==> config.mk <==
export PLATFORM = sky130hd
export DESIGN_NAME = ballot_collector
export DESIGN_NICKNAME = d
export VERILOG_FILES = /design/src/rtl/vote_pkg.sv /design/src/rtl/session_timer.sv /design/src/rtl/ballot_collector.sv
export SDC_FILE = /design/constraint.sdc
export NUM_CORES = 1
export LEC_CHECK = 0
export CAP_MARGIN = 10
export CORE_ASPECT_RATIO = 1.2
export CORE_MARGIN = 8
export CORE_UTILIZATION = 45
export DETAILED_ROUTE_END_ITERATION = 8
export DONT_BUFFER_PORTS = 1
export GPL_TIMING_DRIVEN = 0
export PLACE_DENSITY = 0.58
export SETUP_SLACK_MARGIN = 0.2
export SYNTH_ARGS = -nofsm -noshare
export SYNTH_HDL_FRONTEND = slang
export SYNTH_HIERARCHICAL = 1
export SYNTH_SLANG_ARGS = --single-unit
==> constraint.sdc <==
create_clock -name clk -period 4.2 [get_ports clk]
set_input_delay 1.26 -clock clk [delete_from_list [all_inputs] [get_ports clk]]
set_output_delay 1.26 -clock clk [all_outputs]
set_load 0.05 [all_outputs]
==> src/rtl/vote_pkg.sv <==
// vote_pkg: shared ballot width, voter count and collector state type
package vote_pkg;
    localparam int BAL_W = 3;
    localparam int N_VOTERS = 5;
    localparam logic [BAL_W-1:0] ABSTAIN = 3'b000;
    typedef enum logic [1:0] {IDLE, COLLECT, PRESENT} coll_state_t;
endpackage

==> src/rtl/session_timer.sv <==
// session_timer: counts COLLECT cycles and flags the last allowed one
module session_timer #(
    parameter int TIMEOUT = 255
) (
    input  logic clk,
    input  logic rst,
    input  logic clr,
    input  logic en,
    output logic expire
);
    localparam int CW = $clog2(TIMEOUT + 1);
    logic [CW-1:0] r_cnt;
    always_ff @(posedge clk or posedge rst) begin
        if (rst) r_cnt <= '0;
        else if (clr) r_cnt <= '0;
        else if (en) r_cnt <= r_cnt + 1'b1;
    end
    assign expire = r_cnt == CW'(TIMEOUT - 1);
endmodule

==> src/rtl/ballot_collector.sv <==
// ballot_collector: gathers five serial ballots into a stable parallel session
module ballot_collector #(
    parameter int TIMEOUT = 255,
    parameter int BAL_W = 3
) (
    input  logic             clk,
    input  logic             rst,
    input  logic             start,
    input  logic             bal_valid,
    output logic             bal_ready,
    input  logic [2:0]       bal_id,
    input  logic [BAL_W-1:0] bal_data,
    output logic [BAL_W-1:0] bal1,
    output logic [BAL_W-1:0] bal2,
    output logic [BAL_W-1:0] bal3,
    output logic [BAL_W-1:0] bal4,
    output logic [BAL_W-1:0] bal5,
    output logic [4:0]       cast_mask,
    output logic             sess_valid,
    input  logic             sess_ack,
    output logic             timed_out,
    output logic             dup_err,
    output logic             bad_id
);
    vote_pkg::coll_state_t r_state, w_next;
    logic [BAL_W-1:0] r_bal [vote_pkg::N_VOTERS];
    logic [4:0] r_mask, w_hit, w_mask_next;
    logic r_to, r_dup, r_bad, w_open, w_collect, w_xfer, w_id_ok, w_full, w_expire;

    assign w_open      = r_state == vote_pkg::IDLE && start;
    assign w_collect   = r_state == vote_pkg::COLLECT;
    assign w_xfer      = w_collect && bal_valid;
    assign w_id_ok     = bal_id < 3'd5;
    assign w_hit       = w_id_ok ? 5'b00001 << bal_id : 5'b00000;
    assign w_mask_next = r_mask | (w_xfer ? w_hit : 5'b00000);
    assign w_full      = &w_mask_next;

    session_timer #(.TIMEOUT(TIMEOUT)) u_timer (
        .clk    (clk),
        .rst    (rst),
        .clr    (w_open),
        .en     (w_collect),
        .expire (w_expire)
    );

    always_ff @(posedge clk or posedge rst) begin
        if (rst) r_state <= vote_pkg::IDLE;
        else r_state <= w_next;
    end

    // completion is checked before expiry so a last-cycle final ballot wins
    always_comb begin
        w_next = r_state == vote_pkg::IDLE    ? (start ? vote_pkg::COLLECT : vote_pkg::IDLE)
               : r_state == vote_pkg::COLLECT ? (w_full || w_expire ? vote_pkg::PRESENT : vote_pkg::COLLECT)
               : (sess_ack ? vote_pkg::IDLE : vote_pkg::PRESENT);
    end

    always_comb begin
        bal_ready  = r_state == vote_pkg::COLLECT;
        sess_valid = r_state == vote_pkg::PRESENT;
    end

    always_ff @(posedge clk or posedge rst) begin
        if (rst) begin
            r_mask <= '0;
            r_to   <= 1'b0;
            r_dup  <= 1'b0;
            r_bad  <= 1'b0;
            for (int k = 0; k < vote_pkg::N_VOTERS; k++) r_bal[k] <= '0;
        end else begin
            r_dup <= w_xfer && w_id_ok && (r_mask & w_hit) != 5'b00000;
            r_bad <= w_xfer && !w_id_ok;
            r_to  <= w_open ? 1'b0 : r_to | (w_collect && w_expire && !w_full);
            if (w_open) begin
                r_mask <= '0;
                for (int k = 0; k < vote_pkg::N_VOTERS; k++) r_bal[k] <= '0;
            end else if (w_xfer) begin
                r_mask <= w_mask_next;
                for (int k = 0; k < vote_pkg::N_VOTERS; k++)
                    if (w_hit[k] && !r_mask[k]) r_bal[k] <= bal_data;
            end
        end
    end

    assign bal1      = r_bal[0];
    assign bal2      = r_bal[1];
    assign bal3      = r_bal[2];
    assign bal4      = r_bal[3];
    assign bal5      = r_bal[4];
    assign cast_mask = r_mask;
    assign timed_out = r_to;
    assign dup_err   = r_dup;
    assign bad_id    = r_bad;
endmodule

==> results.yml <==
status:
  status: "finished, final reports clean"
route:
  viasPerCell: 5.99
  vias: 1234
  routed_wl_mm: 3.93
  drc_errors: 0
  first_pass_iters: 4
  drt_iter0_markers: 57
  wl_per_cell_um: 19.1
  ant_nets: 0
critical_path:
  startpoint: "r_state[0]"
  required_ns: 2.94
  worst_ep_arrival_time_ns: 1.60
  path_class: "register to primary output"
  end_kind: "primary output"
  path_max_fanout: 10
  slowest_stage: "clkbuf_1"
  ff2ff_setup_slack_ns: 1.69
  max_stage_delay_ns: 0.71
  critical_path_buf_inv_count: 1
  crit_chain: "nor2b_1 > clkbuf_1"
  critical_path.top_delay_family: "buffers and inverters"
  timing.rr.start: "r_state[0]"
  start_kind: "register"
finish:
  final_core_util: 0.508
  num_antenna_cells: 0
  final_nets: 179
  n_fill_cell: 337
  seqCellArea_sq_um: 826
  multiInputGateArea_sq_um: 782
  layout-drive-gt1-share: 0.114
  syn_to_final_growth_pct: 9.92
synthesis:
  syn_avg_cell_area_sq_um: 10.5
  post_synth_num_cell_types: 39
  synth_ff_type: "dfrtp_1"
  yosys_warnings: 6
  synthesis.nets: 172
  synth_top_area_share: 0.496
  synth_seq_cells: 33
  syn_area_sq_um: 1660
  synthCells: 159
  yosysSeqAreaShare: 0.496
  ys_async_sr_fraction: 1.00
  synthTopCellsByArea: "dfrtp_1 (50%), mux2i_1 (9.0%), nor2_1 (6.5%), nor4_4 (2.6%), nand4_1 (1.9%)"
  synth_top_area_cell: "dfrtp_1"
  synth-edff-count: 0
cts:
  clock_sinks: 33
  ctsHoldBuffers: 0
  postCtsSetupBuffers: 0
  path_clk_slew_ns: 0.07
  cts_tree: "yes"
  cts_buffer_depth: 2
  cts_buffers: 5
  cts-resized-gates: 0
  root_buffer: "clkbuf_8"
  insertion_delay_ns: 0.28
  cts-htree-levels: 2
timing:
  whs_ns: 0.582
  period_needed_ns: 2.86
  finalSetupViolCount: 0
  finClkSkew_ns: 0.00440
  drv_slew: 0
  fmax_mhz: 349
  hold_violations: 0
  timing.final.crit_share: 0.682
  maxSlewHeadroom: 0.367
  tightest_slew_ns: 0.948
  grt_setup_unrepaired: "false"
  tns_ns: 0
global_routing:
  grt_max_degree: 26
  grt_pass1_vias: 1290
  track_usage: 0.145
  met3_usage: 0.0652
  top_usage_layer: "met2"
  antenna_found_initial: 0
  grt_pass1_wl_mm: 6.53
  overflow: 0
  grtUsageMet1: 0.150
  grt_use_met2: 0.256
floorplanning:
  num_io_pins: 36
  die_area_sq_um: 5910
  start_util: 0.462
  die_w_um: 71.5
  rows: 24
  core_area_sq_um: 3600
  die_h_um: 82.6
placed_design:
  io_buffers: 0
  place.gp.congestion: 0.830
  place_hpwl_mm: 2.84
hold_path:
  hold_class: "register to register"
  min_from: "u_timer/r_cnt[6]"
flow_run:
  drv_cap: 0
pwr:
  ir_worst_vdd_mv: 0.361
  p_per_area_nw_per_um2: 848
  leakage_nw: 0.781
-- Yosys cell counts (4+ instances only) --
| cell type | number |
|---|---|
| a21oi_1 | 4 |
| clkbuf_1 | 5 |
| dfrtp_1 | 33 |
| inv_1 | 6 |
| mux2i_1 | 15 |
| nand2_1 | 7 |
| nand3_1 | 4 |
| nand4_1 | 5 |
| nor2_1 | 29 |
| nor2b_1 | 5 |
-- cell families after synthesis --
logic type,count (synthesis),synth area share
simple gates,71,0.252
fa+ha+maj,2,0.0150
compound gates,19,0.0782
mux,16,0.104
xor+xnor,4,0.0211
buf+inv,14,0.0338
flops,33,0.496
-- final cells by class --
type,count,area share
flip-flops and latches,33,0.451
multi-input cells,112,0.427
clock buffers,7,0.0472
well taps,39,0.0267
plain buffers,8,0.0185
clock inverters,1,0.0164
inverters,6,0.0123
-- layer usage --
layer | vias to the layer above | part of all wire
li1 | 576 | -
met1 | 617 | 0.40
met2 | 35 | 0.50
met3 | 6 | 0.083
met4 | 0 | 0.014
met5 | - | 0
-- where the power goes --
part / total (W) / internal [W] / switching [W]
Sequential: 0.000882 / 0.000437 / 0.000446
Combinational: 0.000362 / 0.000151 / 0.000211
Clock: 0.000307 / 0.000193 / 0.000113
Total: 0.00155 / 0.000781 / 0.000770
-- cell usage in the layout, fill, tap and decap left out, drive strengths merged, types with 2 or more instances in the layout --
master,Yosys,routed
xor2,3,3
ha,2,2
nor3,2,2
a41oi,2,2
nor3b,3,3
nand2,7,7
mux2i,15,15
a21oi,4,4
nor2b,5,5
inv,6,6
nand2b,2,2
nor2,29,29
dfrtp,33,33
or3,3,3
nor4,3,3
clkbuf,5,12
nand3,4,4
o21ai,5,5
a31oi,2,2
nand4,6,6
buf,3,3
-- worst register-to-register path, stage by stage, from the launching register on --
cell      delay (ns)
dfrtp_1         0.46
nor2b_1         0.16
clkbuf_1        0.71
buf_2           0.33
nand3_1         0.17
or4_1           0.45
a21oi_1         0.17
-- worst paths after layout --
kind / endpoint / depth (start not counted)
worst max-delay path: bal_ready / 2
worst min-delay path: u_timer/r_cnt[6] / 2
worst max register to register: u_timer/r_cnt[7] / 6
worst min register to register: u_timer/r_cnt[6] / 2
max in group asynchronous: bal1[0] / 1
min in group asynchronous: u_timer/r_cnt[7] / 1
-- registers in the layout (all words and copies together) (netlist names), 2 cells and up --
| register | cells |
|---|---|
| u_timer/r_cnt | 8 |
| cast_mask | 5 |
| bal1 | 3 |
| bal2 | 3 |
| bal3 | 3 |
| bal4 | 3 |
| bal5 | 3 |
| r_state | 2 |
-- through the flow --
| step | cells | power [W] | setup slack (ns) | area [sq um] |
|---|---|---|---|---|
| 5_1_grt | 206 | 0.00165 | 1.24 | 1830 |
| 3_5_place_dp | 198 | 0.00125 | 1.23 | 1710 |
| 3_3_place_gp | 198 | 0.00123 | 1.35 | 1710 |
| 6_report | 206 | 0.00155 | 1.34 | 1830 |
| 4_1_cts | 206 | 0.00157 | 1.31 | 1830 |
| 2_1_floorplan | 159 | 0.00114 | 1.65 | 1660 |
Power figures use the tool's default switching activity.
